### src/rtl/multi_port_mem_adapter.sv
// Round-robin arbiter that serialises per-port byte/half/word accesses onto an 8-bit memory bus.
// Optional feature macro: MPMA_SIGN_EXT_EN (sign-extend signed sub-word reads; zero-extend otherwise).

module multi_port_mem_adapter #(
    parameter int NUM_PORTS = 2,
    parameter int ADDR_W    = 32
) (
    input  logic                        clk_in,
    input  logic                        rst_in,
    input  logic                        rdy_in,
    input  logic                        flush_pipline,
    input  logic [NUM_PORTS-1:0]        req,
    input  logic [NUM_PORTS-1:0]        rw,
    input  logic [NUM_PORTS*ADDR_W-1:0] addr,
    input  logic [NUM_PORTS*2-1:0]      size,
    input  logic [NUM_PORTS-1:0]        sgn,
    input  logic [NUM_PORTS*32-1:0]     wdata,
    output logic [NUM_PORTS-1:0]        accepted,
    output logic [NUM_PORTS-1:0]        done,
    output logic [31:0]                 rdata,
    input  logic [7:0]                  mem_din,
    output logic [7:0]                  mem_dout,
    output logic [31:0]                 mem_a,
    output logic                        mem_wr,
    input  logic                        io_buffer_full
);
    localparam int IDX_W = (NUM_PORTS > 1) ? $clog2(NUM_PORTS) : 1;

    typedef enum logic [1:0] {IDLE, READ, WRITE} state_t;

    logic [31:0] addr_arr  [NUM_PORTS];
    logic [1:0]  size_arr  [NUM_PORTS];
    logic [31:0] wdata_arr [NUM_PORTS];

    genvar gi;
    generate
        for (gi = 0; gi < NUM_PORTS; gi++) begin : g_port
            assign addr_arr[gi]  = 32'(addr[gi*ADDR_W +: ADDR_W]);
            assign size_arr[gi]  = size[gi*2 +: 2];
            assign wdata_arr[gi] = wdata[gi*32 +: 32];
        end
    endgenerate

    state_t                 state_q;
    logic [IDX_W-1:0]       last_q;
    logic [IDX_W-1:0]       port_q;
    logic [31:0]            addr_q;
    logic [2:0]             nbytes_q;
    logic [31:0]            wdata_q;
    logic [2:0]             cnt_q;
    logic [31:0]            rbuf_q;
    logic [31:0]            rdata_q;
    logic [NUM_PORTS-1:0]   accepted_q;
    logic [NUM_PORTS-1:0]   done_q;
    logic [31:0]            mem_a_q;
    logic [7:0]             mem_dout_q;
    logic                   wr_en_q;

    function automatic logic [2:0] size_to_bytes(input logic [1:0] sz);
        case (sz)
            2'b00:   return 3'd1;
            2'b01:   return 3'd2;
            default: return 3'd4;
        endcase
    endfunction

    // Round-robin: first requester strictly after the last granted index, wrapping.
    logic             grant_found_d;
    logic [IDX_W-1:0] grant_idx_d;
    logic [IDX_W:0]   cand_d;

    always_comb begin
        grant_found_d = 1'b0;
        grant_idx_d   = '0;
        cand_d        = '0;
        for (int k = 0; k < NUM_PORTS; k++) begin
            cand_d = {1'b0, last_q} + (IDX_W+1)'(k + 1);
            if (cand_d >= (IDX_W+1)'(NUM_PORTS))
                cand_d = cand_d - (IDX_W+1)'(NUM_PORTS);
            if (!grant_found_d && req[cand_d[IDX_W-1:0]]) begin
                grant_found_d = 1'b1;
                grant_idx_d   = cand_d[IDX_W-1:0];
            end
        end
    end

    // Memory returns byte i one cycle after its address, so cnt_q lags the address by one.
    logic [31:0] rword_d;
    logic [31:0] rdata_d;

    always_comb begin
        rword_d = rbuf_q;
        case (cnt_q)
            3'd1:    rword_d[7:0]   = mem_din;
            3'd2:    rword_d[15:8]  = mem_din;
            3'd3:    rword_d[23:16] = mem_din;
            3'd4:    rword_d[31:24] = mem_din;
            default: ;
        endcase
    end

`ifdef MPMA_SIGN_EXT_EN
    logic sgn_q;

    always_comb begin
        rdata_d = rword_d;
        if (sgn_q && nbytes_q == 3'd1)
            rdata_d = {{24{rword_d[7]}}, rword_d[7:0]};
        else if (sgn_q && nbytes_q == 3'd2)
            rdata_d = {{16{rword_d[15]}}, rword_d[15:0]};
    end
`else
    logic unused_sgn;
    assign unused_sgn = ^sgn;
    assign rdata_d    = rword_d;
`endif

    logic throttle;
    assign throttle = (mem_a_q[17:16] == 2'b11) && io_buffer_full;

    always_ff @(posedge clk_in or posedge rst_in) begin
        if (rst_in) begin
            state_q    <= IDLE;
            last_q     <= IDX_W'(NUM_PORTS - 1);
            port_q     <= '0;
            addr_q     <= '0;
            nbytes_q   <= '0;
            wdata_q    <= '0;
            cnt_q      <= '0;
            rbuf_q     <= '0;
            rdata_q    <= '0;
            accepted_q <= '0;
            done_q     <= '0;
            mem_a_q    <= '0;
            mem_dout_q <= '0;
            wr_en_q    <= 1'b0;
`ifdef MPMA_SIGN_EXT_EN
            sgn_q      <= 1'b0;
`endif
        end else if (rdy_in) begin
            accepted_q <= '0;
            done_q     <= '0;
            case (state_q)
                IDLE: begin
                    if (!flush_pipline && grant_found_d) begin
                        last_q                  <= grant_idx_d;
                        port_q                  <= grant_idx_d;
                        accepted_q[grant_idx_d] <= 1'b1;
                        addr_q                  <= addr_arr[grant_idx_d];
                        nbytes_q                <= size_to_bytes(size_arr[grant_idx_d]);
                        wdata_q                 <= wdata_arr[grant_idx_d];
                        rbuf_q                  <= '0;
                        cnt_q                   <= '0;
                        mem_a_q                 <= addr_arr[grant_idx_d];
`ifdef MPMA_SIGN_EXT_EN
                        sgn_q                   <= sgn[grant_idx_d];
`endif
                        if (rw[grant_idx_d]) begin
                            state_q    <= WRITE;
                            mem_dout_q <= wdata_arr[grant_idx_d][7:0];
                            wr_en_q    <= 1'b1;
                        end else begin
                            state_q    <= READ;
                        end
                    end
                end
                READ: begin
                    if (flush_pipline) begin
                        state_q <= IDLE;
                        cnt_q   <= '0;
                        mem_a_q <= '0;
                    end else begin
                        cnt_q <= cnt_q + 3'd1;
                        if (cnt_q != 3'd0 && cnt_q <= nbytes_q)
                            rbuf_q <= rword_d;
                        mem_a_q <= (cnt_q + 3'd1 < nbytes_q) ? addr_q + 32'(cnt_q) + 32'd1 : 32'd0;
                        if (cnt_q == nbytes_q) begin
                            done_q[port_q] <= 1'b1;
                            rdata_q        <= rdata_d;
                        end
                        if (cnt_q == nbytes_q + 3'd1) begin
                            state_q <= IDLE;
                            cnt_q   <= '0;
                        end
                    end
                end
                WRITE: begin
                    // Flush is deliberately ignored here: a write in flight always completes.
                    if (cnt_q == nbytes_q) begin
                        state_q <= IDLE;
                        cnt_q   <= '0;
                    end else if (!throttle) begin
                        cnt_q <= cnt_q + 3'd1;
                        if (cnt_q + 3'd1 == nbytes_q) begin
                            done_q[port_q] <= 1'b1;
                            wr_en_q        <= 1'b0;
                            mem_a_q        <= '0;
                            mem_dout_q     <= '0;
                        end else begin
                            mem_a_q    <= addr_q + 32'(cnt_q) + 32'd1;
                            mem_dout_q <= 8'(wdata_q >> {cnt_q + 3'd1, 3'b000});
                        end
                    end
                end
                default: state_q <= IDLE;
            endcase
        end
    end

    // Stall and IO back-pressure must suppress strobes in the same cycle, hence the gating.
    assign accepted = accepted_q & {NUM_PORTS{rdy_in}};
    assign done     = done_q & {NUM_PORTS{rdy_in}};
    assign mem_wr   = wr_en_q & rdy_in & ~throttle;
    assign mem_a    = mem_a_q;
    assign mem_dout = mem_dout_q;
    assign rdata    = rdata_q;

endmodule
### config.mk
export PLATFORM = sky130hd
export DESIGN_NAME = multi_port_mem_adapter
export DESIGN_NICKNAME = d
export VERILOG_FILES = /design/src/rtl/multi_port_mem_adapter.sv
export SDC_FILE = /design/constraint.sdc
export NUM_CORES = 1
export LEC_CHECK = 0
export ABC_AREA = 1
export BUFFER_PORTS_ARGS = -buffer_cell sky130_fd_sc_hd__buf_2
export CAP_MARGIN = 25
export CORE_AREA = 10 10 123 181
export DETAILED_ROUTE_END_ITERATION = 7
export DIE_AREA = 0 0 133 191
export GPL_ROUTABILITY_DRIVEN = 0
export PLACE_DENSITY = 0.84
export SLEW_MARGIN = 20
export SYNTH_ARGS = -nofsm -noshare
export SYNTH_HDL_FRONTEND = slang
export SYNTH_SLANG_ARGS = --single-unit
### constraint.sdc
create_clock -name clk_in -period 7.57 [get_ports clk_in]
set_clock_uncertainty 0.05 [all_clocks]
set_input_delay 1.8925 -clock clk_in [delete_from_list [all_inputs] [get_ports clk_in]]
set_output_delay 1.8925 -clock clk_in [all_outputs]
set_load 0.1 [all_outputs]
# Word-level counts from Yosys, hierarchy flattened
# Cells that the tools add are included.
[op_classes]
bitwise = 7
n_reduce_logical = 22
mux = 73
n_eq_ne = 21
addsub = 8
n_shift = 1
n_lt_le_gt_ge = 11
[op_table]
columns = ["operator", "count"]
rows = [
  ["two-way mux 32 bit", 15],
  ["one-hot mux 32 bit (3 select lines)", 1],
  ["two-way mux 8 bit", 9],
  ["one-hot mux 32 bit (2 select lines)", 1],
  ["adder 32 x 1 -> 32 bit, second input constant", 1],
  ["adder 32 x 3 -> 32 bit", 1],
  [">> shifter 32 x 6 -> 8 bit", 1],
  ["two-way mux 2 bit", 15],
  ["two-way mux 1 bit", 19],
  ["!= test 2 bit, second input constant", 8],
  ["one-hot mux 8 bit (2 select lines)", 1],
  ["two-way mux 3 bit", 5],
  ["AND reduction 4 bit", 3],
  ["AND reduction 5 bit", 2],
  ["equality test 3 bit", 3],
  ["one-hot mux 3 bit (3 select lines)", 1],
  ["< comparator 1 x 2 -> 1 bit, second input constant", 4],
  ["AND reduction 7 bit", 1],
  ["adder 3 x 1 -> 3 bit, second input constant", 2],
  ["equality test 3 x 2 -> 1 bit, second input constant", 2],
  [">= comparator 2 bit, second input constant", 3],
  ["logical AND 1 bit", 6],
  ["!= test 3 bit, second input constant", 2],
  ["one-hot mux 2 bit (3 select lines)", 1],
  ["24 further kinds", 36],
]
[totals]
word_cells = 157
ff_bits = 183
in_bits = 151
out_inout_bits = 77

# Longest topological paths before layout
[logic_depth]
ltp_word = 16
ltp_mapped = 15
depth_no_buf = 14

# Least setup slack after synthesis
# OpenSTA, ideal clock, no wires.
[synth_path]
path_type = "input to output"
start = "input port rdy_in"
end = "output port mem_wr"
setup_slack_ns = 2.906
stages = 3
arrival_time_ns = 2.722
path_cell_list = "buf_2 nand3_1 inv_1"
[synth_between]
elab_chain_len = 2
[synth_lines]
columns = ["item", "line_no", "text"]
rows = [
  ["start, declared", "10", "input logic rdy_in,"],
  ["bitwise AND 1 bit (2 in a row)", "213", "assign mem_wr = wr_en_q & rdy_in & ~throttle;"],
  ["end, declared", "24", "output logic mem_wr,"],
]
# No other way between the ends.

# Worst setup path after layout
[layout_path]
start = "input port io_buffer_full"
end = "output port mem_wr"
[layout_between]
elab_chain_len = 3
[layout_lines]
columns = ["item", "line_no", "text"]
rows = [
  ["start, declared", "25", "input logic io_buffer_full"],
  ["logical AND 1 bit", "119", "assign throttle = (mem_a_q[17:16] == 2'b11) && io_buffer_full;"],
  ["NOT 1 bit", "213", ""],
  ["bitwise AND 1 bit", "213", ""],
]
# No other way between the ends.

==> summary.md <==
| Metric | Value |
|---|---|
| Antenna violation net count after detailed routing | `0` |
| Filler instances | `1669` |
| IO buf count | `~230` |
| Share of the synthesized area in the top cell type | `~44%` |
| Post_cts resized | `0` |
| Period Utilization, post-route | `between 60% and 70%` |
| Clk pin slew, worst setup/hold paths | `roughly 0.06 ns` |
| Launching point of the worst reg2reg path | `cnt_q[0]` |
| Post-Synthesis Cells | `about 1400` |
| Core Footprint | `around 0.019 mm²` |
| Hold Path Cell Cnt | `2` |
| Design area | `between 0.01 and 0.015 mm²` |
| Nets | `approximately 1700` |
| Clock network latency to the later pin of the worst-skew pair | `0.43 ns` |
| Drt pass-1 iters | `7` |
| Pwr Total | `5160 µW` |
| Clk buf depth | `2` |
| Register area | `0.00458 mm²` |
| Reg-to-Reg End | `mem_a[7]` |
| Synthesized net count | `~1500` |
| Sink Count | `about 180` |
| Max IR drop VDD | `around 310 µV` |
| Synth Flop Type | `dfrtp_1` |
| Worst-case reg-to-reg path depth | `10` |
| Post-DP HPWL | `22300 µm` |
| Type of origin of the critical path | `input pin` |
| Post-synthesis async set-or-reset flop share | `between 90% and 100%` |
| Switching Share | `52.7%` |
| Hold_sp | `mem_a[0]` |
| Worst-Margin Slew | `0.986 ns` |
| Yosys top cell by area | `dfrtp_1` |
| DR DRC count | `0` |
| Internal power | `2440 µW` |
| Starting Density | `54.3%` |
| Combined area of the multi-input logic cells | `between 0.004 and 0.005 mm²` |
| Die X | `133 µm` |
| TritonCTS clock tree | `done` |
| I/O Pins | `around 230` |
| Global-route wire length before repair | `about 50000 µm` |
| Hold EP | `mem_a[0]` |
| Data required, critical path | `approximately 5.6 ns` |
| Final worst slack | `2.72 ns` |
| Post-Syn Area per Cell | `about 7.5 µm²` |
| Crit. End Element | `primary output` |
| Largest net degree at the start of global routing | `112` |
| Critical Path AT | `2.91 ns` |
| Drt first-iter violations | `~860` |
| WL final | `a little over 30000 µm` |
| Cell Pwr Density | `~430 mW/mm²` |
| Final hold vios | `0` |
| FP Rows | `62` |
| Hold Buf Count CTS | `0` |
| Fmax | `206 MHz` |
| Maxcap violations | `0` |
| Status | `finished clean` |
| Reg power frac | `a little under a third` |
| Vias in the first global route | `10100` |
| Die H | `~190 µm` |
| Cell types occupying the most area after synthesis | `dfrtp_1, nand2_1, o21ai_0` |
| List of most frequent post-synthesis cells | `nand2_1, dfrtp_1, nor2_1` |
| Post-route minimum period | `between 4 and 5 ns` |
| Post-synthesis sequential area ratio | `44.4%` |
| Gr usage total | `23.9%` |
| Crit Path Category | `input pin to primary output` |
| WL/cell | `16.7 µm` |
| Global route overflow | `0` |
| Vias/cell | `5.48` |
| Clock power share | `around 17%` |
| Most frequent cell after synthesis | `nand2_1` |
| Synthesized flop and latch total | `about 180` |
| CTS buffer count | `17` |
| Hold crit path type | `flip-flop to flip-flop` |
| Cell Area, Synth | `just over 0.01 mm²` |
| Max-slew violation count | `0` |
| Setup WS pre-CTS | `2.75 ns` |
| RSZ-0062 raised after global routing | `no` |
| Endpoints failing setup | `0` |
| Post-synth EDFFs | `0` |
| Die ar. | `0.0254 mm²` |
| DP Area | `between 0.01 and 0.015 mm²` |
| Post-route setup TNS | `0 ns` |
| Ys Warns | `0` |
| Root Driver | `clkbuf_16` |
| Pleak | `between 0.006 and 0.007 µW` |
| Synth-to-Final Area Change | `17.3%` |
| Crit-path max FO | `5` |
| Logic pwr share | `51.8%` |
| Initial antenna violation count | `1` |
| Worst R2R Setup Slack | `3.54 ns` |
| Sw Pwr | `2720 µW` |
| H-tree depth | `4` |
| Post-synth cell types | `46` |
| Relative slew slack | `34.3%` |
| Post-CTS Setup Inserts | `0` |
| Routed vias | `around 10000` |
| Share of layout cells above drive strength 1 | `approximately a fifth` |
==> cell usage in the layout, fill, tap and decap left out, types with 3 or more instances in the layout <==
master      netlist  final
o21ai_0         154    154
nor2_4            3      3
nand2_2           3      3
inv_1           116    115
xor2_1            7      7
buf_4            10      5
buf_2            27    225
o221ai_2          7      7
nor2_1          171    171
nand2_4           3      3
nor3_1            3      3
clkbuf_16         0     17
nand3b_1          3      3
or2_0             6      6
nand4_1          15     15
mux2i_1          11     11
or2_2            27     27
o21ai_1          27     27
clkinvlp_4        0      3
ha_1             20     20
dfrtp_1         182    182
o221ai_1          7      7
a21oi_1          60     60
xnor2_1           5      5
clkinv_4          0      5
a31oi_1           3      3
nand2_1         344    344
inv_2             5      5
nand3_1          98     97
==> worst max-delay path, stage by stage <==
cell,delay (ns)
buf_2,0.09
nand3_1,0.25
nand3_1,0.13
inv_1,0.10
buf_2,0.43
==> per-layer routing <==
metal | share of wire [%] | vias up | wire [µm] | global-route usage [%]
li1 | - | 4796 | - | -
met1 | 38 | 4711 | 11500 | 26.3
met2 | 52 | 413 | 16000 | 42.8
met3 | 6.2 | 76 | 1900 | 5.15
met4 | 3.7 | 0 | 1130 | 11.4
met5 | 0 | - | 0 | 0
==> power by group through the flow <==
stage | sequential [µW] | combinational, µW | clock (µW)
floorplan | 2470 | 1230 | 0
global placement | 1590 | 2610 | 0
detailed placement | 1600 | 2670 | 0
CTS | 1590 | 2680 | 904
global route | 1630 | 2910 | 946
finish | 1590 | 2670 | 895
==> cell families after synthesis <==
| logic type | after synthesis | share of synthesized area (%) |
|---|---|---|
| adders and majority gates | 21 | 2.62 |
| DFF | 183 | 44.4 |
| muxes | 12 | 1.18 |
| xor gates and xnor gates | 12 | 1.02 |
| buffers and inverters | 191 | 8.01 |
| AOI/OAI and AO/OA | 267 | 14.4 |
| and+or+nand+nor | 683 | 28.3 |
==> metrics by stage <==
stage / std cells / utilization, % / hold slack, ns
after floorplan: 1369 / - / 0.398
after global placement: 1787 / 60.2 / 0.411
after detailed placement: 1788 / 60.4 / 0.411
after CTS: 1820 / 63.5 / 0.429
after global routing: 1822 / 63.6 / 0.447
final: 1823 / 63.7 / 0.425
==> worst max path at each step <==
stage	start	end	slack (ns)	cells after the start
2_1_floorplan	rst_in	accepted_q[0]	0.66	1
3_3_place_gp	io_buffer_full	mem_wr	2.76	5
3_5_place_dp	io_buffer_full	mem_wr	2.75	5
4_1_cts	io_buffer_full	mem_wr	2.75	5
5_1_grt	io_buffer_full	mem_wr	2.69	5
6_report	io_buffer_full	mem_wr	2.72	5
==> registers in the layout, indices dropped and copies added (netlist names) <==
register,flops
rdata,32
wdata_q,32
nbytes_q,3
done_q,2
mem_dout,8
wr_en_q,1
rbuf_q,32
mem_a,32
cnt_q,3
port_q,1
accepted_q,2
last_q,1
state_q,2
addr_q,32
==> layout make-up <==
cell class                 instances  share of cell area, %
clock inverter                    13                   1.22
antenna                            2                 0.0414
multi-input combinational        995                   40.6
inverter                         123                   3.86
tap                              256                   2.65
sequential                       183                   37.9
timing repair buffer             232                   10.1
clock buffer                      19                   3.66
Power figures use the tool's default switching activity.
